$ cat src/rtl/button_event_array.sv
// Multi-channel push-button conditioner: synchroniser, counter debouncer and
// edge detector per channel, plus any/multi event flags for tie handling.
module button_event_array #(
  parameter int N               = 2,
  parameter int SYNC_STAGES     = 2,
  parameter int DEBOUNCE_CYCLES = 4,
  localparam int CNT_W          = $clog2(DEBOUNCE_CYCLES + 1)
) (
  input  logic         clk,
  input  logic         reset,
  input  logic [N-1:0] btn_in,
  input  logic [1:0]   mode,
  input  logic         en,
  output logic [N-1:0] pulse,
  output logic [N-1:0] level,
  output logic         any_pulse,
  output logic         multi_pulse
);

  localparam logic [CNT_W-1:0] CNT_LAST = CNT_W'(DEBOUNCE_CYCLES - 1);

  for (genvar i = 0; i < N; i++) begin : g_ch
    logic [SYNC_STAGES-1:0] sync_q;
    logic [CNT_W-1:0]       cnt;
    logic                   level_q;
    logic                   pulse_q;
    logic                   sync_bit;
    logic                   flip;
    logic                   event_sel;

    assign sync_bit = sync_q[SYNC_STAGES-1];
    assign flip     = (sync_bit != level_q) && (cnt == CNT_LAST);

    // The new level equals sync_bit on a flip, so sync_bit tells rise from fall.
    always_comb begin
      event_sel = 1'b0;
      case (mode)
        2'b00:   event_sel = ~sync_bit;
        2'b01:   event_sel = sync_bit;
        2'b10:   event_sel = 1'b1;
        default: event_sel = 1'b0;
      endcase
    end

    always_ff @(posedge clk) begin
      if (reset) begin
        sync_q  <= '0;
        cnt     <= '0;
        level_q <= 1'b0;
        pulse_q <= 1'b0;
      end else begin
        sync_q  <= {sync_q[SYNC_STAGES-2:0], btn_in[i]};
        pulse_q <= en & flip & event_sel;
        if (sync_bit == level_q) begin
          cnt <= '0;
        end else if (cnt == CNT_LAST) begin
          level_q <= sync_bit;
          cnt     <= '0;
        end else begin
          cnt <= cnt + 1'b1;
        end
      end
    end

    assign level[i] = level_q;
    assign pulse[i] = pulse_q;
  end

  assign any_pulse = |pulse;

  always_comb begin
    logic seen;
    seen        = 1'b0;
    multi_pulse = 1'b0;
    for (int i = 0; i < N; i++) begin
      if (pulse[i]) begin
        if (seen) multi_pulse = 1'b1;
        seen = 1'b1;
      end
    end
  end

endmodule

$ cat config.mk
export PLATFORM = sky130hd
export DESIGN_NAME = button_event_array
export DESIGN_NICKNAME = d
export VERILOG_FILES = /design/src/rtl/button_event_array.sv
export SDC_FILE = /design/constraint.sdc
export NUM_CORES = 1
export LEC_CHECK = 0
export BUFFER_PORTS_ARGS = -buffer_cell sky130_fd_sc_hd__buf_4
export CAP_MARGIN = 20
export CORE_AREA = 2 2 39 41
export CTS_CLUSTER_DIAMETER = 200
export DETAILED_ROUTE_END_ITERATION = 10
export DIE_AREA = 0 0 41 43
export PLACE_DENSITY = 0.78
export SKIP_LAST_GASP = 1
export SYNTH_ARGS = -nofsm -noshare
export SYNTH_HDL_FRONTEND = slang
export SYNTH_SLANG_ARGS = --single-unit
$ cat constraint.sdc
create_clock -name clk -period 2.05 [get_ports clk]
set_clock_uncertainty 0.15 [all_clocks]
set_input_delay 0.615 -clock clk [delete_from_list [all_inputs] [get_ports clk]]
set_output_delay 0.615 -clock clk [all_outputs]
set_load 0.005 [all_outputs]
* Word-level counts from Yosys, hierarchy flattened
Cells that the tools add are included.
** Storage, ports and cells
- Register bits after elaboration :: 14
- Latch bits :: 0
- Memory bits (writable) :: 0
- Memory bits (read-only) :: 0
- Bits of input ports :: 7
- Logic and storage cells :: 39
- Memories :: 0
** Operators by class
- Add/sub/neg operators :: 2
- $mul :: 0
- Divide/modulo/power cells :: 0
- Order comparisons :: 0
- Equal/unequal tests :: 8
- Shift-type cells :: 0
- Mux-type cells :: 5
- Bitwise operators :: 8
- Reduce and logical (&&, ||, !) cells :: 8
** Operators by type and width (count)
- adder 3 x 1 -> 3 bit, second input constant :: 2
- equality test 3 x 2 -> 1 bit, second input constant :: 2
- one-hot mux 1 bit (3 select lines) :: 2
- OR reduction 3 bit :: 2
- AND 1 bit :: 4
- NOT 1 bit :: 4
- AND reduction 2 bit :: 2
- 2-to-1 mux 1 bit :: 3
- equality test 1 bit :: 2
- equality test 2 x 1 -> 1 bit, second input constant :: 1
- equality test 2 bit, second input constant :: 1
- logical AND 1 bit :: 2
- zero test 2 bit :: 1
- != test 1 bit :: 2
- OR reduction 2 bit :: 1

* Depth between registers and ports, before layout
- Depth in word-level cells :: 4
- Gate-level depth with buffers :: 4
- Depth with buffers taken out :: 4

* Worst setup path before layout
OpenSTA, ideal clock, no wires.
- Kind :: in2reg
- Start :: input port mode[0]
- End :: register g_ch[0].pulse_q
- Library setup time :: 117 ps
- Arrival :: 1137 ps
- Required time :: 1783 ps
- Setup slack :: 646 ps
- Cell stages on the path :: 3
- Buffers on the path :: 0
- Cell sequence :: xor2_1 a31oi_1 and4bb_2
** Between the ends
- Longest elaborated chain between the ends :: 3
** Ends and longest elaborated chain
- start: declaration :: line 12 : input logic [1:0] mode,
- equality test 2 bit (tied with other cells) :: line 37 : case (mode)
- one-hot mux 1 bit (3 select lines) * :: line 37
- AND 1 bit * :: line 53 : pulse_q <= en & flip & event_sel;
- end signal: assignment :: line 53
- end: declaration :: line 26 : logic pulse_q;
Mark *: on every way between the ends. The rest lies on a longest branch, timed or not.
A chain may end at the register's enable or synchronous reset.

* Worst setup path after layout
- Start :: register g_ch[1].pulse_q
- End :: output port any_pulse
** Between the ends
- Longest elaborated chain between the ends :: 1
** Ends and longest elaborated chain
- start: declaration :: line 26
- start signal: assignment :: line 53
- OR reduction 2 bit :: line 69 : assign any_pulse = |pulse;
- end: declaration :: line 16 : output logic any_pulse,
No other way between the ends.

==> metrics.yaml <==
status:
  outcome: "finished clean"
timing:
  fin_crit_ns: 1.78
  hold_viol: 0
  rsz0062_at_grt: "false"
  worst_pin_slew_ns: 0.180
  setup_viol: 0
  slew_violations: 0
  clock.fmax_ghz: 0.563
  tns_ns: 0
  whs_ns: 0.292
  relSlewSlack_pct: 88.0
  post-route-period-util_pct: 86.6
min_path:
  holdCritStartpoint: "g_ch[0].cnt[0]"
  min_path_type: "reg -> reg"
cells_and_area:
  final_cell_mix: "dfxtp_1, buf_4, inv_1, nor2_2"
  layout.cells.non_filler: 83
  design_area_um2: 703
  antenna-diode-count: 0
  final_common_cell: "dfxtp_1"
  drive_gt1_share_pct: 40.3
  area_growth_pct: 19.8
  fillers: 133
  nets: 79
floorplanning:
  die_area_mm2: 0.00176
  core-area_mm2: 0.00138
  die_y_um: 43
  io_pins: 13
  die_x_um: 41
  initial_core_util_pct: 42.4
  num_rows: 14
power_and_ir_drop:
  power.internal_w: 0.000399
  p_comb_share_pct: 4.8
  irDropWorstVdd_mv: 0.536
  power_leakage_nw: 0.291
  p_sw_share_pct: 18.4
  power_w: 0.000489
  pwr-share-seq_pct: 57.2
  pwr-share-clk_pct: 38.0
  powerDensity_mw_per_mm2: 695
  switching_power_w: 0.0000902
yosys:
  synth_warnings: 0
  synth-seq-area-share_pct: 47.8
  synth-seq-cells: 14
  synth_area_um2: 587
  avgSynthCellArea_um2: 10.7
  synth_cell_types: 16
  netlist.area_leader.share_pct: 47.8
  synth.area.top_cells: "dfxtp_1, ha_1, nor2_2, buf_4, and4bb_2"
  synth_ff_type: "dfxtp_1"
  synth_top_area_cell: "dfxtp_1"
  syn_inst: 55
  async_flop_share_pct: 0
  synth_edf_count: 0
  synth_nets: 66
worst_setup_path:
  worst_ep_required_time_ns: 1.28
  path_cells: "or2_2 -> buf_4"
  cp_slowest_cell: "dfxtp_1"
  crit_path_end_kind: "output port"
  worstPathArrival_ns: 1.01
  critPathLaunchType: "register"
  cp_max_fo: 3
  crit_path_start: "g_ch[1].pulse_q"
  worstSetupPathType: "reg -> out"
  slowest_delay_ns: 0.32
  r2r-start: "g_ch[1].cnt[0]"
grt:
  track_usage_pct: 11.1
  antenna_found_initial: 0
  grt_pass1_wl_um: 1350
  grt_pass1_vias: 383
  grt_max_degree: 11
  grt_overflow: 0
clocking:
  cts_resized: 0
  root_buffer: "clkbuf_4"
  numCtsBuffers: 3
  cts.sinks: 14
  clkTransAtPathRegs_ns: 0.07
  insertion_delay_ns: 0.27
  cts_setup_buffers: 0
  holdBufCountCts: 0
  htree_levels: 1
  cts_tree: "built"
  clockBufferDepth: 2
drt:
  drt.antenna.violating_nets: 0
  routedWlPerCell_um: 9.00
  wirelength_um: 747
  vias: 373
  drt_iter0_drc: 0
  dr.pass1.iters: 1
  drc_errors: 0
  avgViaCountPerCell: 4.49
placed_design:
  dpl-instance-area_um2: 667
  gp_congestion: 0.648
  placed_cells_incl_taps: 79
  post-dp-hpwl_um: 604
  port_buffers: 12
run:
  drv_cap: 0
## cell usage after synthesis (2+ instances only)
| cell | count |
|---|---|
| mux2i_1 | 2 |
| buf_4 | 4 |
| or3_4 | 2 |
| inv_1 | 6 |
| nor2_2 | 6 |
| ha_1 | 4 |
| nor3b_1 | 2 |
| nor2b_1 | 4 |
| and4bb_2 | 2 |
| nor2_1 | 2 |
| dfxtp_1 | 14 |
| a31oi_1 | 2 |
| xnor2_1 | 2 |
## final timing paths
check,cells after the start,end,slack (ns)
setup / recovery,2,any_pulse,0.27
setup reg to reg,4,g_ch[1].cnt[0],0.59
hold / removal,1,g_ch[0].cnt[0],0.29
hold reg to reg,1,g_ch[0].cnt[0],0.29
## critical path: cells and delay by family (launching register included)
kind	cells	cell delay, ns
DFF	1	0.32
and+or+nand+nor	1	0.29
buffers and inverters	1	0.13
## logic make-up (layout without fill, tap and decap cells)
group | count (synthesis) | count (layout) | synth area share, %
AO/OA/AOI/OAI | 2 | 2 | 2.13
XOR/XNOR | 3 | 3 | 4.48
buffers and inverters | 10 | 22 | 8.96
adder cells (fa/ha/maj) | 4 | 4 | 8.53
flip-flops | 14 | 14 | 47.8
multiplexers | 2 | 2 | 3.41
AND/OR/NAND/NOR | 20 | 20 | 24.7
## flip-flops by register name, summed over array words and instances (netlist names)
signal,count
g_ch.sync_q,4
g_ch.cnt,6
g_ch.pulse_q,2
g_ch.level_q,2
## stage by stage
step / setup slack, ns / utilization (%)
global placement: 0.499 / 48.2
detailed placement: 0.485 / 48.2
CTS: 0.265 / 50.8
global route: 0.228 / 50.8
floorplan: 0.646 / -
finish: 0.275 / 50.8
## layer usage
metal  up-vias  global-route usage (%)  wire length (µm)
li1        199                       -                 -
met1       159                    12.3               313
met2        13                    17.8               354
met3         2                    3.66                63
met4         0                    6.00                15
met5         -                       0                 0
## layout make-up
cell class                 count  area [µm²]  area share (%)
clock buffer                   4        36.3            5.16
timing repair buffer          12        90.1            12.8
multi-input combinational     31         254            36.1
inverter                       6        22.5            3.20
sequential                    14         280            39.9
tap                           16        20.0            2.85
## power groups by stage
stage / logic, W / clock network, W / registers [W]
2_1_floorplan: 0.0000108 / 0 / 0.000285
3_3_place_gp: 0.0000231 / 0 / 0.000286
3_5_place_dp: 0.0000238 / 0 / 0.000286
4_1_cts: 0.0000239 / 0.000191 / 0.000280
5_1_grt: 0.0000259 / 0.000207 / 0.000280
6_report: 0.0000234 / 0.000186 / 0.000279
Power figures use the tool's default switching activity.
